`config.mk`:
```
export PLATFORM = sky130hd
export DESIGN_NAME = sampstream_arb_flat
export DESIGN_NICKNAME = d
export VERILOG_FILES = /design/src/rtl/sampstream_arb_if.sv /design/src/rtl/sampstream_arb.sv /design/src/flat_wrapper.sv
export SDC_FILE = /design/constraint.sdc
export NUM_CORES = 1
export LEC_CHECK = 0
export ABC_AREA = 1
export BUFFER_PORTS_ARGS = -buffer_cell sky130_fd_sc_hd__buf_2
export CORE_MARGIN = 1.5
export CORE_UTILIZATION = 40
export CTS_CLUSTER_SIZE = 8
export DETAILED_ROUTE_END_ITERATION = 16
export HOLD_SLACK_MARGIN = 0.02
export PLACE_DENSITY = 0.77
export SLEW_MARGIN = 15
export SYNTH_ARGS = -nofsm -noshare
export SYNTH_HDL_FRONTEND = slang
export SYNTH_SLANG_ARGS = --single-unit
```
`constraint.sdc`:
```
create_clock -name clk -period 3.9 [get_ports clk]
set_clock_uncertainty 0.2 [all_clocks]
set_input_delay 0.975 -clock clk [delete_from_list [all_inputs] [get_ports clk]]
set_output_delay 0.975 -clock clk [all_outputs]
set_load 0.005 [all_outputs]
```
`src/rtl/sampstream_arb_if.sv`:
```
// Shared stream bundle: per-source sampleq ports plus the single
// downstream data/count/avail/pull stream.
interface sampstream_arb_if #(
  parameter int NUM_SRC = 4
);
  logic [8*NUM_SRC-1:0]  src_data;
  logic [10*NUM_SRC-1:0] src_count;
  logic [NUM_SRC-1:0]    src_avail;
  logic [NUM_SRC-1:0]    src_pull;
  logic [NUM_SRC-1:0]    src_enable;
  logic [7:0]            out_data;
  logic [9:0]            out_count;
  logic                  out_avail;
  logic                  out_pull;

  modport master (
    input  src_data, src_count, src_avail, src_enable, out_pull,
    output src_pull, out_data, out_count, out_avail
  );

  modport slave (
    output src_data, src_count, src_avail, src_enable, out_pull,
    input  src_pull, out_data, out_count, out_avail
  );
endinterface

```
`src/rtl/sampstream_arb.sv`:
```
// Round-robin arbiter sharing one byte stream between sampleq
// sources; each burst is a 2-byte header followed by whole words.
module sampstream_arb #(
  parameter int NUM_SRC   = 4,
  parameter int MAX_WORDS = 255
) (
  input  logic             clk,
  input  logic             rst,
  sampstream_arb_if.master bus,
  output logic             busy,
  output logic [2:0]       cur_src
);
  typedef enum logic [1:0] {
    IDLE, HDR0, HDR1, PAY
  } state_t;

  state_t             state, state_nx;
  logic [2:0]         rr_ptr, rr_ptr_nx;
  logic [2:0]         cur_src_nx;
  logic [7:0]         words, words_nx;
  logic [9:0]         cnt, cnt_nx;
  logic [NUM_SRC-1:0] req;
  logic               gnt_vld;
  logic [2:0]         gnt_idx;
  logic [9:0]         gnt_cnt;
  logic [9:0]         gnt_w10;
  logic [7:0]         gnt_words;
  logic [7:0]         cur_data;
  int                 scan_j;

  always_comb begin
    req = '0;
    for (int i = 0; i < NUM_SRC; i++) begin
      req[i] = bus.src_avail[i] && bus.src_enable[i] &&
               (bus.src_count[10*i +: 10] != 10'd0);
    end
  end

  // Descending offset so the requester nearest rr_ptr wins last.
  always_comb begin
    gnt_vld = 1'b0;
    gnt_idx = '0;
    scan_j  = 0;
    for (int k = NUM_SRC - 1; k >= 0; k--) begin
      scan_j = int'(rr_ptr) + k;
      if (scan_j >= NUM_SRC) scan_j = scan_j - NUM_SRC;
      if (req[scan_j]) begin
        gnt_vld = 1'b1;
        gnt_idx = 3'(scan_j);
      end
    end
  end

  always_comb begin
    gnt_cnt  = '0;
    cur_data = '0;
    for (int i = 0; i < NUM_SRC; i++) begin
      if (gnt_idx == 3'(i)) gnt_cnt = bus.src_count[10*i +: 10];
      if (cur_src == 3'(i)) cur_data = bus.src_data[8*i +: 8];
    end
  end

  assign gnt_w10   = gnt_cnt >> 2;
  assign gnt_words = (gnt_w10 > 10'(MAX_WORDS)) ?
                     8'(MAX_WORDS) : gnt_w10[7:0];

  always_comb begin
    state_nx      = state;
    rr_ptr_nx     = rr_ptr;
    cur_src_nx    = cur_src;
    words_nx      = words;
    cnt_nx        = cnt;
    bus.out_avail = 1'b0;
    bus.out_data  = '0;
    bus.src_pull  = '0;
    unique case (state)
      IDLE: begin
        if (gnt_vld) begin
          state_nx   = HDR0;
          cur_src_nx = gnt_idx;
          words_nx   = gnt_words;
          cnt_nx     = 10'd2 + {gnt_words, 2'b00};
          rr_ptr_nx  = (gnt_idx == 3'(NUM_SRC - 1)) ?
                       3'd0 : gnt_idx + 3'd1;
        end
      end
      HDR0: begin
        bus.out_avail = 1'b1;
        bus.out_data  = 8'h80 | {5'd0, cur_src};
        if (bus.out_pull) begin
          state_nx = HDR1;
          cnt_nx   = cnt - 10'd1;
        end
      end
      HDR1: begin
        bus.out_avail = 1'b1;
        bus.out_data  = words;
        if (bus.out_pull) begin
          state_nx = (cnt == 10'd1) ? IDLE : PAY;
          cnt_nx   = cnt - 10'd1;
        end
      end
      PAY: begin
        bus.out_avail = 1'b1;
        bus.out_data  = cur_data;
        for (int i = 0; i < NUM_SRC; i++) begin
          bus.src_pull[i] = bus.out_pull && !rst &&
                            (cur_src == 3'(i));
        end
        if (bus.out_pull) begin
          cnt_nx = cnt - 10'd1;
          if (cnt == 10'd1) state_nx = IDLE;
        end
      end
      default: state_nx = IDLE;
    endcase
  end

  always_ff @(posedge clk) begin
    if (rst) begin
      state   <= IDLE;
      rr_ptr  <= '0;
      cur_src <= '0;
      words   <= '0;
      cnt     <= '0;
    end else begin
      state   <= state_nx;
      rr_ptr  <= rr_ptr_nx;
      cur_src <= cur_src_nx;
      words   <= words_nx;
      cnt     <= cnt_nx;
    end
  end

  assign bus.out_count = cnt;
  assign busy          = (state != IDLE);
endmodule

```
`src/flat_wrapper.sv`:
```
// flat-port wrapper written by rule: the top's interface ports become plain ports
module sampstream_arb_flat 
#(
  parameter int NUM_SRC   = 4,
  parameter int MAX_WORDS = 255
)
  (clk, rst, busy, cur_src, bus_src_data, bus_src_count, bus_src_avail, bus_src_enable, bus_out_pull, bus_src_pull, bus_out_data, bus_out_count, bus_out_avail);
  sampstream_arb_if #(.NUM_SRC(NUM_SRC)) bus_i ();
  input  logic clk;
  input  logic rst;
  output logic busy;
  output logic [2:0] cur_src;
  input wire logic [$bits(bus_i.src_data)-1:0] bus_src_data;
  input wire logic [$bits(bus_i.src_count)-1:0] bus_src_count;
  input wire logic [$bits(bus_i.src_avail)-1:0] bus_src_avail;
  input wire logic [$bits(bus_i.src_enable)-1:0] bus_src_enable;
  input wire logic [$bits(bus_i.out_pull)-1:0] bus_out_pull;
  output wire logic [$bits(bus_i.src_pull)-1:0] bus_src_pull;
  output wire logic [$bits(bus_i.out_data)-1:0] bus_out_data;
  output wire logic [$bits(bus_i.out_count)-1:0] bus_out_count;
  output wire logic [$bits(bus_i.out_avail)-1:0] bus_out_avail;
  assign bus_i.src_data = bus_src_data;
  assign bus_i.src_count = bus_src_count;
  assign bus_i.src_avail = bus_src_avail;
  assign bus_i.src_enable = bus_src_enable;
  assign bus_i.out_pull = bus_out_pull;
  assign bus_src_pull = bus_i.src_pull;
  assign bus_out_data = bus_i.out_data;
  assign bus_out_count = bus_i.out_count;
  assign bus_out_avail = bus_i.out_avail;
  sampstream_arb #(.NUM_SRC(NUM_SRC), .MAX_WORDS(MAX_WORDS)) u_core (.clk(clk), .rst(rst), .bus(bus_i), .busy(busy), .cur_src(cur_src));
endmodule
```
==> flow_metrics.env <==
export IMPL_wl_per_cell_um=13.26
export IMPL_utilization=0.5157
export IMPL_p_leak_nw=1.759
export IMPL_fin_setup_tns_ns=0
export IMPL_powerDensity_nw_per_um2=802.7
export IMPL_clk_latency_ns=0.27
export IMPL_vias_per_cell=5.213
export IMPL_whs_ns=0.3044
export IMPL_path_max_fanout=9
export IMPL_slew_headroom=0.6891
export IMPL_dieArea_um2=7077
export IMPL_crit_type="in -> reg"
export IMPL_die_y_um=84.13
export IMPL_die_w_um=84.13
export IMPL_fin_area_um2=3274
export IMPL_grt_pass1_wl_um=13210
export IMPL_clockBufferDepth=2
export IMPL_yosysSeqAreaShare=0.1977
export IMPL_grt_antenna_before_repair=0
export IMPL_ys_ff_latch=26
export IMPL_fin_ws_ns=0.4459
export IMPL_synth_cell_types=37
export IMPL_rows=29
export IMPL_ios=110
export IMPL_place_gp_congestion=0.9749
export IMPL_cp_arrival_ns=3.47
export IMPL_fin_crit_sh=0.8857
export IMPL_grt_pass1_vias=2977
export IMPL_n_fill_cell=651
export IMPL_dp_slack_ns=0.1146
export IMPL_num_nets_final=635
export IMPL_synth_area_um2=2633
export IMPL_placed_area_um2=3217
export IMPL_root_buffer="clkbuf_8"
export IMPL_timing_final_crit_period_ns=3.454
export IMPL_hp_class="reg -> reg"
export IMPL_syn_mean_instance_area_um2=5.997
export IMPL_drt_pass1_iterations=5
export IMPL_worst_pin_slew_ns=0.4659
export IMPL_synth_fp_nets=530
export IMPL_cts_tree="yes"
export IMPL_outcome="finished, final reports clean"
export IMPL_rsz0062_at_grt="no"
export IMPL_syn_inst=439
export IMPL_htreeDepth=1
export IMPL_cts_buffers=3
export IMPL_ant_nets=0
export IMPL_cp_end_kind="flip-flop"
export IMPL_start_kind="input pin"
export IMPL_grt_max_degree=34
export IMPL_areaGrowthSynthToFinish_pct=24.38
export IMPL_layout_drive_gt1_share=0.2928
export IMPL_synth_warnings=0
export IMPL_hold_buffers=0
export IMPL_crit_required_ns=3.91
export IMPL_hpwl_um=6605
export IMPL_drc=0
export IMPL_drv_slew=0
export IMPL_clkSinkCount=26
export IMPL_grtUsageTotal=0.2207
export IMPL_num_antenna_cells=0
export IMPL_max_cap_violations=0
export IMPL_max_freq_mhz=289.5
export IMPL_start_util=0.4146
export IMPL_core_um2=6350
export IMPL_hold_violations=0
export IMPL_clk_pin_slew_ns=0.09
export IMPL_io_buffer_count=109
export IMPL_grt_overflow=0
export IMPL_irDropWorstVdd_mv=0.3074
export IMPL_drtIter0Drc=247
export IMPL_setup_violations=0
export IMPL_wl_um=8221
export IMPL_num_vias=3232
[synthesized netlist by cell type]
cell	n	area share
dfxtp_1	26	0.20
xor2_1	4	0.013
nor2_1	56	0.080
o21ai_0	33	0.063
nand3_1	47	0.089
a21oi_1	26	0.049
a21oi_2	8	0.027
nand3_2	6	0.023
or2_1	5	0.012
ha_1	8	0.038
a32oi_1	1	0.0033
xnor2_1	2	0.0067
or2_0	3	0.0071
a221oi_1	4	0.013
o22ai_1	3	0.0071
o211ai_1	3	0.0086
a31oi_1	1	0.0024
o21ai_1	7	0.013
buf_6	3	0.013
o221ai_1	3	0.010
a22o_1	1	0.0033
buf_8	1	0.0057
a211oi_1	4	0.011
clkinv_1	4	0.0057
and2_0	2	0.0048
inv_2	3	0.0043
nor4_1	1	0.0024
buf_1	1	0.0014
nand2_4	2	0.0086
buf_2	4	0.0076
nor3_1	7	0.013
clkbuf_1	4	0.0057
buf_4	4	0.011
a22oi_1	3	0.0086
nand2_2	18	0.043
inv_1	62	0.088
nand2_1	69	0.098
[repair_timing]
item                       in CTS  in global routing
resized for setup               0                  1
setup endpoints to repair       0                  1
setup buffers                   0                  0
[where the power goes]
group	switching (mW)	internal, mW	total, mW
clock network	0.0869	0.0903	0.177
logic	1.29	0.697	1.99
registers	0.0916	0.369	0.461
total	1.47	1.16	2.63
[per-layer routing]
metal	track usage	vias to the layer above	part of all wire
met5	0	-	0
met4	0.05663	0	0.010
met3	0.02473	8	0.062
met2	0.4204	124	0.52
met1	0.2601	1457	0.40
li1	-	1643	-
[layout by cell type (no fill, tap or decap)]
master    instances
nand2_4           2
o211ai_1          3
a21oi_2           8
clkinv_1          4
nand2_1          69
xor2_1            4
clkbuf_8          4
o22ai_1           3
o21ai_1           7
inv_1            62
a211oi_1          4
and2_0            2
or2_1             5
a22o_1            1
inv_2             3
nand3_2           6
nor2_1           56
or2_0             3
nand3_1          47
xnor2_1           2
a21oi_1          26
a31oi_1           1
ha_2              1
buf_2           109
a221oi_1          4
o21ai_0          33
dfxtp_1          26
nand2_2          18
ha_1              7
o221ai_1          3
nor4_1            1
a32oi_1           1
buf_4             8
nor3_1            7
a22oi_1           3
[final timing paths]
path,endpoint,depth (start not counted),slack (ns),start
worst max register to register,u_core.words[0],18,0.64,u_core.rr_ptr[0]
worst min-delay path,u_core.rr_ptr[2],2,0.30,u_core.rr_ptr[2]
worst min register to register,u_core.rr_ptr[2],2,0.30,u_core.rr_ptr[2]
worst max-delay path,u_core.bus.out_count[2],19,0.45,bus_src_count[31]
[sequential cells by signal, indices dropped and copies added, names as in the netlist]
register and cells:
u_core.state 2, u_core.rr_ptr 3, u_core.bus.out_count 10, u_core.words 8, u_core.cur_src 3
[final cells by class]
cell class / instances / area [um2] / area share
sequential: 26 / 520.5 / 0.1590
inverter: 69 / 259.0 / 0.07910
tap: 77 / 96.34 / 0.02942
multi-input combinational: 327 / 1738 / 0.5308
clock buffer: 4 / 55.05 / 0.01681
timing repair buffer: 117 / 605.6 / 0.1849
[cells by family after synthesis]
group | synth area share
simple gates | 0.3812
xor+xnor | 0.01996
buf+inv | 0.1431
flops | 0.1977
compound gates | 0.2201
fa+ha+maj | 0.03802
[through the flow]
stage          power, mW  instances
2_1_floorplan      1.983        439
3_3_place_gp       2.375        616
3_5_place_dp       2.422        616
4_1_cts            2.598        620
5_1_grt            2.891        620
6_report           2.628        620
[worst max-delay path, stage by stage]
cell,delay (ns)
buf_2,0.10
or2_0,0.21
nor2_1,0.13
nand2_1,0.11
nand3_1,0.10
nand2_2,0.08
nand2_2,0.08
nand2_2,0.07
o21ai_0,0.21
a22o_1,0.16
nand2_1,0.05
nand2_1,0.10
ha_1,0.39
nand2_2,0.20
nand3_1,0.15
nand2_1,0.06
nand2_1,0.11
nand2_1,0.09
a21oi_2,0.11
No activity file was read; power rests on OpenSTA's default activity.
